$ cat config.mk
export PLATFORM = sky130hd
export DESIGN_NAME = uart_sample_packer_flat
export DESIGN_NICKNAME = d
export VERILOG_FILES = /design/src/rtl/uart_sample_packer_pkg.sv /design/src/rtl/uart_sample_packer_if.sv /design/src/rtl/uart_sample_packer_sample_fifo.sv /design/src/rtl/uart_sample_packer.sv /design/src/flat_wrapper.sv
export SDC_FILE = /design/constraint.sdc
export NUM_CORES = 1
export LEC_CHECK = 0
export CAP_MARGIN = 20
export CORE_UTILIZATION = 54
export DETAILED_ROUTE_END_ITERATION = 8
export PLACE_DENSITY = 0.75
export SKIP_LAST_GASP = 1
export SYNTH_ARGS = -nofsm -noshare
export SYNTH_HDL_FRONTEND = slang
export SYNTH_SLANG_ARGS = --single-unit
$ cat constraint.sdc
create_clock -name i_clk50mhz -period 2.85 [get_ports i_clk50mhz]
set_input_delay 0.855 -clock i_clk50mhz [delete_from_list [all_inputs] [get_ports i_clk50mhz]]
set_output_delay 0.855 -clock i_clk50mhz [all_outputs]
set_load 0.05 [all_outputs]
$ cat src/rtl/uart_sample_packer_pkg.sv
// Shared constants and types for the UART audio sample packer.
// Defines the pairing FSM states, the data widths and the byte-pair packing helper.
package uart_sample_packer_pkg;

    localparam int unsigned SAMPLE_W         = 16;
    localparam int unsigned BYTE_W           = 8;
    localparam int unsigned DEF_FIFO_AW      = 3;
    localparam int unsigned DEF_IDLE_TIMEOUT = 78125;

    typedef enum logic {
        WAIT_LO = 1'b0,
        WAIT_HI = 1'b1
    } pair_state_e;

    // Samples arrive little-endian: the low byte comes first on the line.
    function automatic logic [SAMPLE_W-1:0] pack_sample(input logic [BYTE_W-1:0] hi,
                                                        input logic [BYTE_W-1:0] lo);
        return {hi, lo};
    endfunction

endpackage

$ cat src/rtl/uart_sample_packer_if.sv
// Bundle of the byte-input, sample-request and status signals for the sample packer.
// The master side feeds bytes and requests; the slave side is the packer itself.
interface uart_sample_packer_if #(
    parameter int unsigned FIFO_AW = 3
);
    import uart_sample_packer_pkg::*;

    logic [BYTE_W-1:0]   rx_data;
    logic                rx_valid;
    logic                sample_req;
    logic                clear;
    logic [SAMPLE_W-1:0] sample;
    logic                sample_valid;
    logic [FIFO_AW:0]    level;
    logic                overflow;
    logic                underrun;

    modport master (
        output rx_data,
        output rx_valid,
        output sample_req,
        output clear,
        input  sample,
        input  sample_valid,
        input  level,
        input  overflow,
        input  underrun
    );

    modport slave (
        input  rx_data,
        input  rx_valid,
        input  sample_req,
        input  clear,
        output sample,
        output sample_valid,
        output level,
        output overflow,
        output underrun
    );

endinterface

$ cat src/rtl/uart_sample_packer_sample_fifo.sv
// Power-of-two sample FIFO with a registered read port.
// A push into a full FIFO is still accepted when a pop frees a slot in the same cycle.
module sample_fifo
    import uart_sample_packer_pkg::*;
#(
    parameter int unsigned DW = SAMPLE_W,
    parameter int unsigned AW = 3
) (
    input  logic          i_clk,
    input  logic          i_rst_n,
    input  logic          i_push,
    input  logic          i_pop,
    input  logic [DW-1:0] i_din,
    output logic [DW-1:0] o_dout,
    output logic [AW:0]   o_level,
    output logic          o_full,
    output logic          o_empty
);

    localparam int unsigned DEPTH = 1 << AW;

    logic [DW-1:0] r_mem [DEPTH];
    logic [AW-1:0] r_wr_ptr;
    logic [AW-1:0] r_rd_ptr;
    logic [AW:0]   r_level;
    logic [DW-1:0] r_dout;

    logic          w_full;
    logic          w_empty;
    logic          w_push_ok;
    logic          w_pop_ok;
    logic [AW:0]   w_level_nxt;

    assign w_full    = (r_level == (AW + 1)'(DEPTH));
    assign w_empty   = (r_level == '0);
    assign w_pop_ok  = i_pop && !w_empty;
    assign w_push_ok = i_push && (!w_full || i_pop);

    always_comb begin
        w_level_nxt = r_level;
        unique case ({w_push_ok, w_pop_ok})
            2'b10:   w_level_nxt = r_level + 1'b1;
            2'b01:   w_level_nxt = r_level - 1'b1;
            default: w_level_nxt = r_level;
        endcase
    end

    // Storage carries no reset; only pointers and occupancy define validity.
    always_ff @(posedge i_clk) begin
        if (w_push_ok) begin
            r_mem[r_wr_ptr] <= i_din;
        end
    end

    always_ff @(posedge i_clk or negedge i_rst_n) begin
        if (!i_rst_n) begin
            r_wr_ptr <= '0;
            r_rd_ptr <= '0;
            r_level  <= '0;
            r_dout   <= '0;
        end else begin
            r_level <= w_level_nxt;
            if (w_push_ok) begin
                r_wr_ptr <= r_wr_ptr + 1'b1;
            end
            if (w_pop_ok) begin
                r_rd_ptr <= r_rd_ptr + 1'b1;
                r_dout   <= r_mem[r_rd_ptr];
            end
        end
    end

    assign o_dout  = r_dout;
    assign o_level = r_level;
    assign o_full  = w_full;
    assign o_empty = w_empty;

endmodule

$ cat src/rtl/uart_sample_packer.sv
// Pairs UART bytes into signed 16-bit little-endian samples and buffers them for the
// audio block, with sticky overflow/underrun flags and idle-gap pairing resync.
module uart_sample_packer
    import uart_sample_packer_pkg::*;
#(
    parameter int unsigned FIFO_AW      = DEF_FIFO_AW,
    parameter int unsigned IDLE_TIMEOUT = DEF_IDLE_TIMEOUT
) (
    input  logic                 i_clk50mhz,
    input  logic                 i_rst_n,
    uart_sample_packer_if.slave  bus
);

    localparam int unsigned CNT_W = (IDLE_TIMEOUT > 2) ? $clog2(IDLE_TIMEOUT) : 1;
    localparam logic [CNT_W-1:0] CNT_LAST = CNT_W'(IDLE_TIMEOUT - 1);

    pair_state_e         r_state;
    pair_state_e         w_state_nxt;
    logic [BYTE_W-1:0]   r_lo_byte;
    logic [CNT_W-1:0]    r_idle_cnt;
    logic [CNT_W-1:0]    w_cnt_inc;
    logic                w_timeout;

    logic                w_lo_load;
    logic                w_push;
    logic                w_cnt_run;

    logic [SAMPLE_W-1:0] w_din;
    logic [SAMPLE_W-1:0] w_dout;
    logic [FIFO_AW:0]    w_level;
    logic                w_full;
    logic                w_empty;

    logic                w_ovf_evt;
    logic                w_und_evt;
    logic                r_sample_valid;
    logic                r_overflow;
    logic                r_underrun;

    assign w_cnt_inc = r_idle_cnt + 1'b1;
    // Leave WAIT_HI on the edge where the counter would reach its last value, so the
    // pairing is back in WAIT_LO exactly IDLE_TIMEOUT cycles after the low byte.
    assign w_timeout = (r_state == WAIT_HI) && !bus.rx_valid && (w_cnt_inc == CNT_LAST);

    always_ff @(posedge i_clk50mhz or negedge i_rst_n) begin
        if (!i_rst_n) begin
            r_state <= WAIT_LO;
        end else begin
            r_state <= w_state_nxt;
        end
    end

    always_comb begin
        w_state_nxt = r_state;
        unique case (r_state)
            WAIT_LO: begin
                if (bus.rx_valid) begin
                    w_state_nxt = WAIT_HI;
                end
            end
            WAIT_HI: begin
                if (bus.rx_valid || w_timeout) begin
                    w_state_nxt = WAIT_LO;
                end
            end
            default: w_state_nxt = WAIT_LO;
        endcase
    end

    always_comb begin
        w_lo_load = 1'b0;
        w_push    = 1'b0;
        w_cnt_run = 1'b0;
        unique case (r_state)
            WAIT_LO: w_lo_load = bus.rx_valid;
            WAIT_HI: begin
                w_push    = bus.rx_valid;
                w_cnt_run = !bus.rx_valid;
            end
            default: begin
                w_lo_load = 1'b0;
            end
        endcase
    end

    always_ff @(posedge i_clk50mhz or negedge i_rst_n) begin
        if (!i_rst_n) begin
            r_lo_byte  <= '0;
            r_idle_cnt <= '0;
        end else begin
            if (w_lo_load) begin
                r_lo_byte  <= bus.rx_data;
                r_idle_cnt <= '0;
            end else if (w_cnt_run && (r_idle_cnt != CNT_LAST)) begin
                r_idle_cnt <= w_cnt_inc;
            end
        end
    end

    assign w_din = pack_sample(bus.rx_data, r_lo_byte);

    sample_fifo #(
        .DW (SAMPLE_W),
        .AW (FIFO_AW)
    ) u_fifo (
        .i_clk   (i_clk50mhz),
        .i_rst_n (i_rst_n),
        .i_push  (w_push),
        .i_pop   (bus.sample_req),
        .i_din   (w_din),
        .o_dout  (w_dout),
        .o_level (w_level),
        .o_full  (w_full),
        .o_empty (w_empty)
    );

    // A pop in the same cycle frees the slot, so only an unpopped full FIFO drops.
    assign w_ovf_evt = w_push && w_full && !bus.sample_req;
    assign w_und_evt = bus.sample_req && w_empty;

    always_ff @(posedge i_clk50mhz or negedge i_rst_n) begin
        if (!i_rst_n) begin
            r_sample_valid <= 1'b0;
            r_overflow     <= 1'b0;
            r_underrun     <= 1'b0;
        end else begin
            r_sample_valid <= bus.sample_req && !w_empty;
            r_overflow     <= (r_overflow && !bus.clear) || w_ovf_evt;
            r_underrun     <= (r_underrun && !bus.clear) || w_und_evt;
        end
    end

    assign bus.sample       = w_dout;
    assign bus.sample_valid = r_sample_valid;
    assign bus.level        = w_level;
    assign bus.overflow     = r_overflow;
    assign bus.underrun     = r_underrun;

endmodule

$ cat src/flat_wrapper.sv
// flat-port wrapper written by rule: the top's interface ports become plain ports
module uart_sample_packer_flat import uart_sample_packer_pkg::*;
#(
    parameter int unsigned FIFO_AW      = DEF_FIFO_AW,
    parameter int unsigned IDLE_TIMEOUT = DEF_IDLE_TIMEOUT
)
  (i_clk50mhz, i_rst_n, bus_rx_data, bus_rx_valid, bus_sample_req, bus_clear, bus_sample, bus_sample_valid, bus_level, bus_overflow, bus_underrun);
  uart_sample_packer_if #(.FIFO_AW(FIFO_AW)) bus_i ();
  input  logic i_clk50mhz;
  input  logic i_rst_n;
  input wire logic [$bits(bus_i.rx_data)-1:0] bus_rx_data;
  input wire logic [$bits(bus_i.rx_valid)-1:0] bus_rx_valid;
  input wire logic [$bits(bus_i.sample_req)-1:0] bus_sample_req;
  input wire logic [$bits(bus_i.clear)-1:0] bus_clear;
  output wire logic [$bits(bus_i.sample)-1:0] bus_sample;
  output wire logic [$bits(bus_i.sample_valid)-1:0] bus_sample_valid;
  output wire logic [$bits(bus_i.level)-1:0] bus_level;
  output wire logic [$bits(bus_i.overflow)-1:0] bus_overflow;
  output wire logic [$bits(bus_i.underrun)-1:0] bus_underrun;
  assign bus_i.rx_data = bus_rx_data;
  assign bus_i.rx_valid = bus_rx_valid;
  assign bus_i.sample_req = bus_sample_req;
  assign bus_i.clear = bus_clear;
  assign bus_sample = bus_i.sample;
  assign bus_sample_valid = bus_i.sample_valid;
  assign bus_level = bus_i.level;
  assign bus_overflow = bus_i.overflow;
  assign bus_underrun = bus_i.underrun;
  uart_sample_packer #(.FIFO_AW(FIFO_AW), .IDLE_TIMEOUT(IDLE_TIMEOUT)) u_core (.i_clk50mhz(i_clk50mhz), .i_rst_n(i_rst_n), .bus(bus_i));
endmodule
After elaboration in Yosys (flattened, before gate mapping)
Memory sizes are Yosys's and may differ from the RTL's. A register that Yosys moved wholly into a read port is not among the register bits. Index checks and enable logic that the tools add are counted.

Output and inout port bits: 23. Register bits after elaboration: 39. Word-level logic and storage cells: 55. Memory bits (writable): 128. Memories: 1. Bits of input ports: 13.

Memories: u_core.u_fifo.r_mem (depth 8, width 16, rd ports 1, clocked after Yosys merged registers in 1, wr ports 1, RTL line uart_sample_packer_sample_fifo.sv:22) `logic [DW-1:0] r_mem [DEPTH];`.

Equality and inequality tests: 5. Bitwise gates (word level): 1. Reduce and logical (&&, ||, !) cells: 23. Add/subtract/negate cells: 5. Multiplexer cells: 11.

Operators by type and width (count): $mux 17 (2); $add 17x1->17 const B (1); $eq 17x17->1 const B (1); $ne 17x17->1 const B (1); $logic_and 1x1->1 (10); $pmux 4 s2 (1); $mux 1 (7); $add 3x1->3 const B (2); $logic_not 1->1 (6); $add 4x1->4 const B (1); $eq 4x4->1 const B (1); $logic_not 4->1 (1); $logic_or 1x1->1 (4); $reduce_bool 2->1 (2); $sub 4x1->4 const B (1); $eq 2x1->1 const B (1); $eq 2x2->1 const B (1); $pmux 1 s2 (1); $not 1->1 (1).

Logic depth before layout (Yosys ltp)
Gate-level depths: netlist (run 1).

Depth after elaboration: 6. Depth in mapped cells: 11. Mapped depth without buffers: 11.

Modules after synthesis
A second synthesis (run 1) with hierarchy kept.

Cell total of the unflattened synthesis: 537. Area, all modules: 7858.8 um2.

Modules (own cells, without submodules): sample_fifo (cells each 361, instances 1, seq. area each 4494.3 um2, area an instance 6128.4 um2); uart_sample_packer (cells each 176, instances 1, seq. area each 725.7 um2, area an instance 1730.4 um2).

Worst setup path after synthesis (run 1)
OpenSTA, ideal clock, no wires.

Path kind: input to register. Start: input port bus_sample_req. End: memory u_core.u_fifo.r_mem[0][0] in the netlist's numbering, enable pin. Slack: -0.592 ns. Data required time: 2.420 ns. Cell stages on the path: 4. Library setup time: 0.430 ns. Buffers on the path: 0. Arrival: 3.012 ns. Path through: nand3b_1 nor2b_1 clkinv_1 nor4_1.

Longest elaborated chain between the ends: 4.

RTL lines: from (decl) (RTL line flat_wrapper.sv:13) `input wire logic [$bits(bus_i.sample_req)-1:0] bus_sample_req;`; $logic_or 1x1->1 (RTL line uart_sample_packer_sample_fifo.sv:37) `assign w_push_ok = i_push && (!w_full || i_pop);`; $logic_and 1x1->1 (RTL line uart_sample_packer_sample_fifo.sv:37); $mux 1 (RTL line uart_sample_packer_sample_fifo.sv:50) `if (w_push_ok) begin`; $mux 1 (implied by the code) (RTL line uart_sample_packer_sample_fifo.sv:51) `r_mem[r_wr_ptr] <= i_din;`; to (decl) (RTL line uart_sample_packer_sample_fifo.sv:22).

Every way passes these cells.

Final worst setup path (run 1)
Start: register u_core.u_fifo.r_level[0], in the netlist u_core.u_fifo.o_level[0]. End: output port bus_level[0].

RTL lines: from (decl) (RTL line uart_sample_packer_sample_fifo.sv:25) `logic [AW:0] r_level;`; from (signal assigned) (RTL line uart_sample_packer_sample_fifo.sv:62) `r_level <= w_level_nxt;`; to (decl) (RTL line flat_wrapper.sv:17) `output wire logic [$bits(bus_i.level)-1:0] bus_level;`.

No word-level cell between the ends.

==> metrics.md, run 1 <==
| Metric | Value |
|---|---|
| Run status | complete, no violations |
| Worst Skew | 7.30 ps |
| Post-synth EDFFs | 128 |
| Synthesis warning total | 0 |
| Most frequent cells in the layout | 128 x edfxtp_1, 67 x nand2_1, 54 x dfrtp_1 |
| Footprint of the multi-input gates | 0.00225 mm2 |
| Resize count post-CTS | 0 |
| Gr usage total | 23.2% |
| Final Hold Vio Count | 0 |
| Via density | 5.95 |
| I/O Buffers | 35 |
| Clk buf depth | 2 |
| Die area | 0.0145 mm2 |
| DR WL/cell | 20.7 um |
| Maximum fanout along the worst path | 6 |
| Layout cells sized above 1 | 19.9% |
| Post-Route WL | 15.2 mm |
| M3 GR Usage | 5.38% |
| 1st-iter DRT viols | 449 |
| Element type at the critical path end | output port |
| Initial Utilization | 56.3% |
| Vias in the first global route | 4,518 |
| Diode count | 0 |
| Share of flip-flops with an asynchronous set or reset | 30.1% |
| Clock sinks | 183 |
| # setup viols final | 0 |
| Met2 Resource Use GR | 37.5% |
| Filler Cell Count | 919 |
| Max cap viols | 0 |
| Placed insts | 703 |
| Core area | 0.0135 mm2 |
| Placer Congestion | 0.861 |
| Reg2reg setup slack | 550 ps |
| Internal | 5.49 mW |
| Comb power frac | 31.4% |
| Hold_buf cts | 0 |
| Main flop type after synthesis | edfxtp_1 |
| R2R cell count | 11 |
| FMAX | 380 MHz |
| Hold Path Class | primary input to async pin |
| Peak supply drop | 0.000567 V |
| Register area share after synthesis | 68.9% |
| Max-slew violation count | 0 |
| Total gr overflow | 0 |
| RSZ-0062 raised after global routing | false |
| Area Overhead vs Synth | 17.6% |
| Most crowded layer after global routing | met2 |
| CTS Root Cell | clkbuf_16 |
| Crit-path leading delay family | buffers and inverters |
| Worst Tran Pin Value | 674 ps |
| Fin Hold WS | 421 ps |
| Clk pwr share | 25.5% |
| Final ANT Viol Nets | 0 |
| CP max stage delay | 860 ps |
| Die height | 120 um |
| Switching Power | 2.80 mW |
| DR pass1 iterations | 5 |
| Residual DRC count | 0 |
| Detailed-route via count | 4,368 |
| Max transition margin | 55.1% |
| Critical path buffers and inverters | 1 |
| Clk Latency, worst-skew pair | 430 ps |
| Grt met1 use | 31.1% |
| FF/Latch Area | 0.00522 mm2 |
| Antenna violations before repair | 0 |
| IO Count | 36 |
| Clk slew on worst S/H paths | 70 ps |
| Largest net degree at the start of global routing | 35 |
| Horiz. Die Dim | 120 um |
| Layout Cells excl Fill | 734 |
| Leakage | 3.23 nW |
| Most common cell after layout, fill and taps aside | edfxtp_1 |
| Min Clock Period, post-route | 2630 ps |
| First-pass GRT wire length | 24.3 mm |
| Crit-path cells | clkdlybuf4s50_1 |
| Synth Cell Area | 0.00757 mm2 |
| Flop pwr share | 43.1% |
| Switching part of the total power | 33.8% |
| Synth Instances | 485 |
| Startpoint Class | flip-flop |
| CTS Buf Count | 17 |
| Final Cycle Share | 92.3% |
| RR Endpoint | u_core.u_fifo.o_level[3] |
| Yosys reg bits | 183 |
| Type of the worst setup path | flip-flop to output port |
| Max stage delay cell, worst path | clkdlybuf4s50_1 |
| Postcts setup bufs | 0 |
| Power Density | 931 mW/mm2 |
| Nets | 567 |
| Core Rows | 42 |
| H-tree depth | 4 |
| Data arrival time of the worst path | 1780 ps |
| Average size of a mapped cell | 15.6 um2 |
| Crit path required time | 2000 ps |
| CTS tree | built |
| RR Startpoint | u_core.u_fifo.o_level[0] |
| Synth cell types | 50 |
| Syn Nets | 506 |
| Post-DP HPWL | 9.33 mm |
[flip-flops by register name, indices dropped and copies added, names as in the netlist, 3 cells and up]
| signal | flops |
|---|---|
| u_core.r_lo_byte | 8 |
| u_core.u_fifo.r_rd_ptr | 3 |
| u_core.r_idle_cnt | 17 |
| u_core.u_fifo.r_wr_ptr | 3 |
| u_core.u_fifo.o_dout | 16 |
| u_core.u_fifo.r_mem | 128 |
| u_core.u_fifo.o_level | 4 |
[metrics by stage]
| step | utilization, % | total power [mW] | setup TNS (ps) | area, um2 | setup WS [ps] |
|---|---|---|---|---|---|
| floorplan | - | 5.36 | -9310 | 7580 | -194 |
| global placement | 62.3 | 6.15 | -173 | 8380 | -173 |
| detailed placement | 62.3 | 6.24 | -210 | 8380 | -210 |
| CTS | 66.2 | 8.37 | 0 | 8910 | 185 |
| global route | 66.2 | 8.65 | 0 | 8910 | 130 |
| finish | 66.2 | 8.29 | 0 | 8910 | 219 |
[final cells by class]
type	instances	share of cell area (%)
inverters	14	0.590
clock buffers	18	4.82
multi-input cells	268	25.2
well taps	176	2.47
clock inverters	13	1.15
flip-flops and latches	183	58.6
repair buffers	62	7.14
[routing by layer]
layer,part of all wire (%),vias up,wire (um)
li1,-,1950,-
met1,42,2266,6370
met2,51,131,7690
met3,5.7,21,864
met4,1.5,0,233
met5,0,-,0
[cells by family after synthesis]
family                   synth area share (%)
multiplexers                             12.0
XOR/XNOR                                 1.62
AND/OR/NAND/NOR                          9.28
adder cells (fa/ha/maj)                  1.42
AO/OA/AOI/OAI                            4.69
flip-flops                               68.9
buffers and inverters                    2.03
[power by group through the flow]
stage	sequential (mW)	combinational, mW	clock [mW]
final	3.58	2.60	2.12
after global routing	3.63	2.78	2.24
after CTS	3.58	2.64	2.15
after detailed placement	3.63	2.61	0
after global placement	3.60	2.56	0
after floorplan	4.04	1.32	0
[cells in the mapped netlist (all sizes together) (2+ instances only)]
library cell,instances,share of area (%)
inv,13,0.64
and4b,2,0.26
nor4b,2,0.31
ha,7,1.2
clkbuf,7,0.35
xnor2,9,1.0
mux4,32,9.5
a21o,4,0.40
buf,13,0.99
or3,5,0.41
nor2b,3,0.25
edfxtp,128,51
o21ai,34,2.3
nand2,67,3.3
nor2,16,0.86
nor4,4,0.53
mux2i,19,2.5
nand2b,5,0.41
xor2,5,0.58
nand4,5,0.61
nor3,11,0.73
nand3,13,0.86
a21oi,9,0.79
dfrtp,55,18
[worst max-delay path by stage]
stage	startpoint	endpoint	slack, ps	cells past startpoint
final	u_core.u_fifo.o_level[0]	bus_level[0]	220	1
after global routing	bus_sample_req	u_core.u_fifo.o_level[3]	130	11
after CTS	u_core.u_fifo.o_level[0]	bus_level[0]	180	1
after detailed placement	bus_sample_req	u_core.u_fifo.o_level[3]	-210	11
after global placement	bus_sample_req	u_core.u_fifo.o_level[3]	-170	11
after floorplan	bus_sample_req	u_core.u_fifo.r_mem[2][0]	-190	4
Power figures use the tool's default switching activity.
==> inputs of run 2 (changes only) <==
--- a/config.mk
+++ b/config.mk
@@ -6,9 +6,10 @@
 export NUM_CORES = 1
 export LEC_CHECK = 0
 export CAP_MARGIN = 20
-export CORE_UTILIZATION = 54
+export CORE_ASPECT_RATIO = 0.6
+export CORE_UTILIZATION = 55
 export DETAILED_ROUTE_END_ITERATION = 8
-export PLACE_DENSITY = 0.75
+export PLACE_DENSITY = 0.74
 export SKIP_LAST_GASP = 1
 export SYNTH_ARGS = -nofsm -noshare
 export SYNTH_HDL_FRONTEND = slang
==> constraint.sdc (replaced) <==
create_clock -name i_clk50mhz -period 3.3 [get_ports i_clk50mhz]
set_input_delay 0.99 -clock i_clk50mhz [delete_from_list [all_inputs] [get_ports i_clk50mhz]]
set_output_delay 0.99 -clock i_clk50mhz [all_outputs]
set_load 0.05 [all_outputs]
==> run 2 against run 1 <==
  * Sequential share of layout area rose by 0.58 points
  * Sequential cell count did not move
  * Critical path depth did not move
  * Sequential power fell by 12%
  * Register-to-register slack improved by 410 ps
  * Clock skew rose by 3.7 ps
  * Cell count fell by 1.8%
  * Cell area fell by 0.98%
  * Global-route usage rose by 0.089 points
  * Hold slack got worse by 81 ps
  * Critical path type unchanged
  * Critical endpoint unchanged
==> metrics.md, run 2 (same netlist as run 1, synthesis figures left out) <==
| Metric | Value |
|---|---|
| Horiz. Die Dim | 153 um |
| Crit path required time | 2310 ps |
| Placer Congestion | 0.905 |
| Resize count post-CTS | 0 |
| Most crowded layer after global routing | met1 |
| Element type at the critical path end | output port |
| Residual DRC count | 0 |
| M3 GR Usage | 5.10% |
| Crit-path cells | clkdlybuf4s50_1 |
| Power Density | 824 mW/mm2 |
| Most common cell after layout, fill and taps aside | edfxtp_1 |
| Clk Latency, worst-skew pair | 420 ps |
| Nets | 559 |
| Max cap viols | 0 |
| Hold Path Class | primary input to async pin |
| Layout cells sized above 1 | 19.1% |
| Met2 Resource Use GR | 33.9% |
| Setup TNS | 0 ps |
| Worst Tran Pin Value | 688 ps |
| CTS Buf Count | 17 |
| Gr usage total | 23.3% |
| Leakage | 3.21 nW |
| H-tree depth | 4 |
| Most frequent cells in the layout | 128 x edfxtp_1, 67 x nand2_1, 54 x dfrtp_1 |
| Diode count | 0 |
| Placed insts | 689 |
| 1st-iter DRT viols | 308 |
| IO Count | 36 |
| Comb power frac | 29.6% |
| Final Cycle Share | 84.4% |
| Clk buf depth | 2 |
| Min Clock Period, post-route | 2780 ps |
| Max reg flops | 128 |
| Run status | complete, no violations |
| RSZ-0062 raised after global routing | false |
| CTS tree | built |
| Largest net degree at the start of global routing | 35 |
| Maximum fanout along the worst path | 6 |
| Initial Utilization | 57.7% |
| Detailed-route via count | 4,262 |
| FMAX | 359 MHz |
| Biggest register | u_core.u_fifo.r_mem |
| DR WL/cell | 20.9 um |
| Postcts setup bufs | 0 |
| Die height | 92.9 um |
| Antenna violations before repair | 0 |
| DR pass1 iterations | 5 |
| Startpoint Class | flip-flop |
| Final ANT Viol Nets | 0 |
| # setup viols final | 0 |
| Crit-path leading delay family | buffers and inverters |
| Flop pwr share | 43.4% |
| Final Hold Vio Count | 0 |
| Area Overhead vs Synth | 16.5% |
| Internal | 4.82 mW |
| Type of the worst setup path | flip-flop to output port |
| Reg2reg setup slack | 960 ps |
| Worst Skew | 11.0 ps |
| CP max stage delay | 860 ps |
| Max-slew violation count | 0 |
| Clk pwr share | 27.0% |
| Vias in the first global route | 4,177 |
| Clock sinks | 183 |
| Data arrival time of the worst path | 1790 ps |
| Peak supply drop | 0.000386 V |
| Core area | 0.0131 mm2 |
| Post-Route WL | 15.1 mm |
| Switching Power | 2.44 mW |
| Clk slew on worst S/H paths | 70 ps |
| First-pass GRT wire length | 24.0 mm |
| I/O Buffers | 35 |
| Max stage delay cell, worst path | clkdlybuf4s50_1 |
| Grt met1 use | 35.6% |
| Switching part of the total power | 33.6% |
| CTS Root Cell | clkbuf_16 |
| Core Rows | 32 |
| Critical path buffers and inverters | 1 |
| Post-DP HPWL | 9.06 mm |
| Total gr overflow | 0 |
| Layout Cells excl Fill | 721 |
| Via density | 5.91 |
| Max transition margin | 54.1% |
| Hold_buf cts | 0 |
| Die area | 0.0143 mm2 |
run 2: final timing paths:
check                                          from                         to  cells after the start
setup reg to reg           u_core.u_fifo.o_level[0]   u_core.u_fifo.o_level[3]                     11
hold / removal                              i_rst_n   u_core.u_fifo.o_level[0]                      1
setup / recovery           u_core.u_fifo.o_level[0]               bus_level[0]                      1
max in group asynchronous                   i_rst_n  u_core.u_fifo.r_rd_ptr[0]                      2
hold reg to reg            u_core.u_fifo.o_dout[13]   u_core.u_fifo.o_dout[13]                      2
min in group i_clk50mhz    u_core.u_fifo.o_dout[13]   u_core.u_fifo.o_dout[13]                      2
run 2: per-stage QoR:
step / power, mW / setup WS [ps] / instance area (um2) / util (%) / hold slack (ps)
5_1_grt: 7.60 / 423 / 8820 / 67.2 / 328
4_1_cts: 7.32 / 500 / 8820 / 67.2 / 327
3_5_place_dp: 5.36 / 107 / 8250 / 62.8 / 469
3_3_place_gp: 5.27 / 130 / 8230 / 62.6 / 463
2_1_floorplan: 4.63 / 121 / 7580 / - / 503
6_report: 7.27 / 515 / 8820 / 67.2 / 340
run 2: area by class of cell:
| cell class | count | area [um2] |
|---|---|---|
| fill | 891 | 4310 |
| tap | 170 | 213 |
| timing repair buffer | 54 | 520 |
| multi-input combinational | 268 | 2250 |
| inverter | 14 | 52.6 |
| sequential | 183 | 5220 |
| clock inverter | 15 | 141 |
| clock buffer | 17 | 425 |
run 2: routing by layer:
layer,part of all wire [%],vias up
li1,-,1938
met1,48,2166
met2,45,148
met3,6.1,10
met4,0.70,0
met5,0,-
run 2: power groups by stage:
stage | clock network (mW) | logic, mW | registers, mW
floorplan | 0 | 1.14 | 3.49
global placement | 0 | 2.07 | 3.20
detailed placement | 0 | 2.17 | 3.19
CTS | 1.99 | 2.18 | 3.15
global route | 2.08 | 2.33 | 3.20
finish | 1.97 | 2.15 | 3.15
==> inputs of run 3 (changes only) <==
==> constraint.sdc (replaced) <==
create_clock -name i_clk50mhz -period 2.88 [get_ports i_clk50mhz]
set_input_delay 0.864 -clock i_clk50mhz [delete_from_list [all_inputs] [get_ports i_clk50mhz]]
set_output_delay 0.864 -clock i_clk50mhz [all_outputs]
set_load 0.05 [all_outputs]
==> run 3 against run 2 <==
  * Hold slack better by 48 ps
  * Register-to-register slack worse by 400 ps
  * Sequential share of layout area down 0.88 points
  * Critical path type unchanged
==> metrics.md, run 3 (same netlist as run 1, synthesis figures left out) <==
| Metric | Value |
|---|---|
| Biggest register | u_core.u_fifo.r_mem |
| CTS Buf Count | 17 |
| Critical path buffers and inverters | 1 |
| Largest net degree at the start of global routing | 39 |
| Footprint of the multi-input gates | 0.00225 mm2 |
| Detailed-route via count | 4,350 |
| Post-route cell area | 0.00895 mm2 |
| Final Cycle Share | 91.2% |
| I/O Buffers | 35 |
| Crit path required time | 2020 ps |
| Worst Setup SP | u_core.u_fifo.o_level[1] |
| Switching part of the total power | 33.5% |
| Startpoint Class | flip-flop |
| Max-slew violation count | 0 |
| Min Clock Period, post-route | 2630 ps |
| Postcts setup bufs | 0 |
| Residual DRC count | 0 |
| Core area | 0.0131 mm2 |
| Die height | 92.9 um |
| Most common cell after layout, fill and taps aside | edfxtp_1 |
| Initial Utilization | 57.7% |
| Data arrival time of the worst path | 1760 ps |
| Vias in the first global route | 4,418 |
| IO Count | 36 |
| RR Startpoint | u_core.u_fifo.o_level[1] |
| Post-Route WL | 15.3 mm |
| CTS tree | built |
| DR pass1 iterations | 4 |
| Element type at the critical path end | output port |
| Max transition margin | 51.5% |
| CP max stage delay | 850 ps |
| Clk Latency, worst-skew pair | 420 ps |
| FMAX | 381 MHz |
| Type of the worst setup path | flip-flop to output port |
| Hold_buf cts | 0 |
| DR WL/cell | 20.7 um |
| CTS Root Cell | clkbuf_16 |
| Crit-path cells | clkdlybuf4s50_1 |
| Via density | 5.89 |
| Run status | complete, no violations |
| Most frequent cells in the layout | 128 x edfxtp_1, 67 x nand2_1, 54 x dfrtp_1 |
| Final worst slack | 254 ps |
| Nets | 576 |
| Placer Congestion | 0.889 |
| Power Density | 936 mW/mm2 |
| Internal | 5.57 mW |
| Peak supply drop | 0.000509 V |
| Resize count post-CTS | 0 |
| Post-DP HPWL | 9.95 mm |
| Area Overhead vs Synth | 18.2% |
| Place WS | -195 ps |
| Final ANT Viol Nets | 0 |
| Clk slew on worst S/H paths | 70 ps |
| Hold Path Class | primary input to async pin |
| Gr usage total | 23.6% |
| Die area | 0.0143 mm2 |
| Diode count | 0 |
| Max cap viols | 0 |
| Antenna violations before repair | 0 |
| 1st-iter DRT viols | 358 |
| FF/Latch Area | 0.00522 mm2 |
| Placed cell area | 0.00837 mm2 |
| Clk pwr share | 27.1% |
| H-tree depth | 4 |
| Comb power frac | 30.1% |
| Horiz. Die Dim | 153 um |
| Max reg flops | 128 |
| Final Hold Vio Count | 0 |
| Crit-path leading delay family | buffers and inverters |
| Max stage delay cell, worst path | clkdlybuf4s50_1 |
| RSZ-0062 raised after global routing | false |
| Filler Cell Count | 890 |
| Clock sinks | 183 |
| Core Rows | 32 |
| Worst Skew | 8.70 ps |
| Maximum fanout along the worst path | 5 |
| Layout cells sized above 1 | 21.7% |
| Flop pwr share | 42.9% |
| Worst Tran Pin Value | 728 ps |
| Leakage | 3.28 nW |
| Switching Power | 2.81 mW |
| Clk buf depth | 2 |
| # setup viols final | 0 |
| First-pass GRT wire length | 24.4 mm |
| Total gr overflow | 0 |
[run 3: layer usage]
metal	global-route usage, %	vias to the layer above	share of wire (%)
met4	6.58	0	0.98
met5	0	-	0
met1	34.8	2210	48
met3	5.99	15	6.2
met2	34.9	153	45
li1	-	1972	-
[run 3: area by class of cell]
cell class | instances | area share, %
multi-input cells | 268 | 25.1
clock inverters | 14 | 1.57
flip-flops and latches | 183 | 58.3
repair buffers | 71 | 7.16
inverters | 14 | 0.587
clock buffers | 18 | 4.91
well taps | 170 | 2.38
[run 3: path summary, 6_finish.rpt]
kind	end	slack, ps	cells after the start
worst max-delay path	bus_level[1]	250	1
worst min-delay path	u_core.u_fifo.o_level[0]	390	1
worst max register to register	u_core.u_fifo.o_level[3]	560	11
worst min register to register	u_core.u_fifo.o_dout[11]	480	2
max in group asynchronous	u_core.r_idle_cnt[8]	1900	2
min in group i_clk50mhz	u_core.u_fifo.o_dout[11]	480	2
[run 3: metrics by stage]
stage	util (%)	cells	hold WS [ps]	TNS (ps)	power [mW]
after floorplan	-	485	503	-8300	5.31
after global placement	63.8	706	464	-156	6.11
after detailed placement	63.8	706	473	-227	6.18
after CTS	68.2	738	388	0	8.44
after global routing	68.2	738	410	0	8.74
final	68.2	738	388	0	8.38
[run 3: power groups by stage]
stage | registers (mW) | logic [mW] | clock network, mW
after detailed placement | 3.64 | 2.54 | 0
after global routing | 3.64 | 2.71 | 2.39
after global placement | 3.62 | 2.49 | 0
after CTS | 3.59 | 2.55 | 2.30
final | 3.59 | 2.52 | 2.27
after floorplan | 4.00 | 1.31 | 0
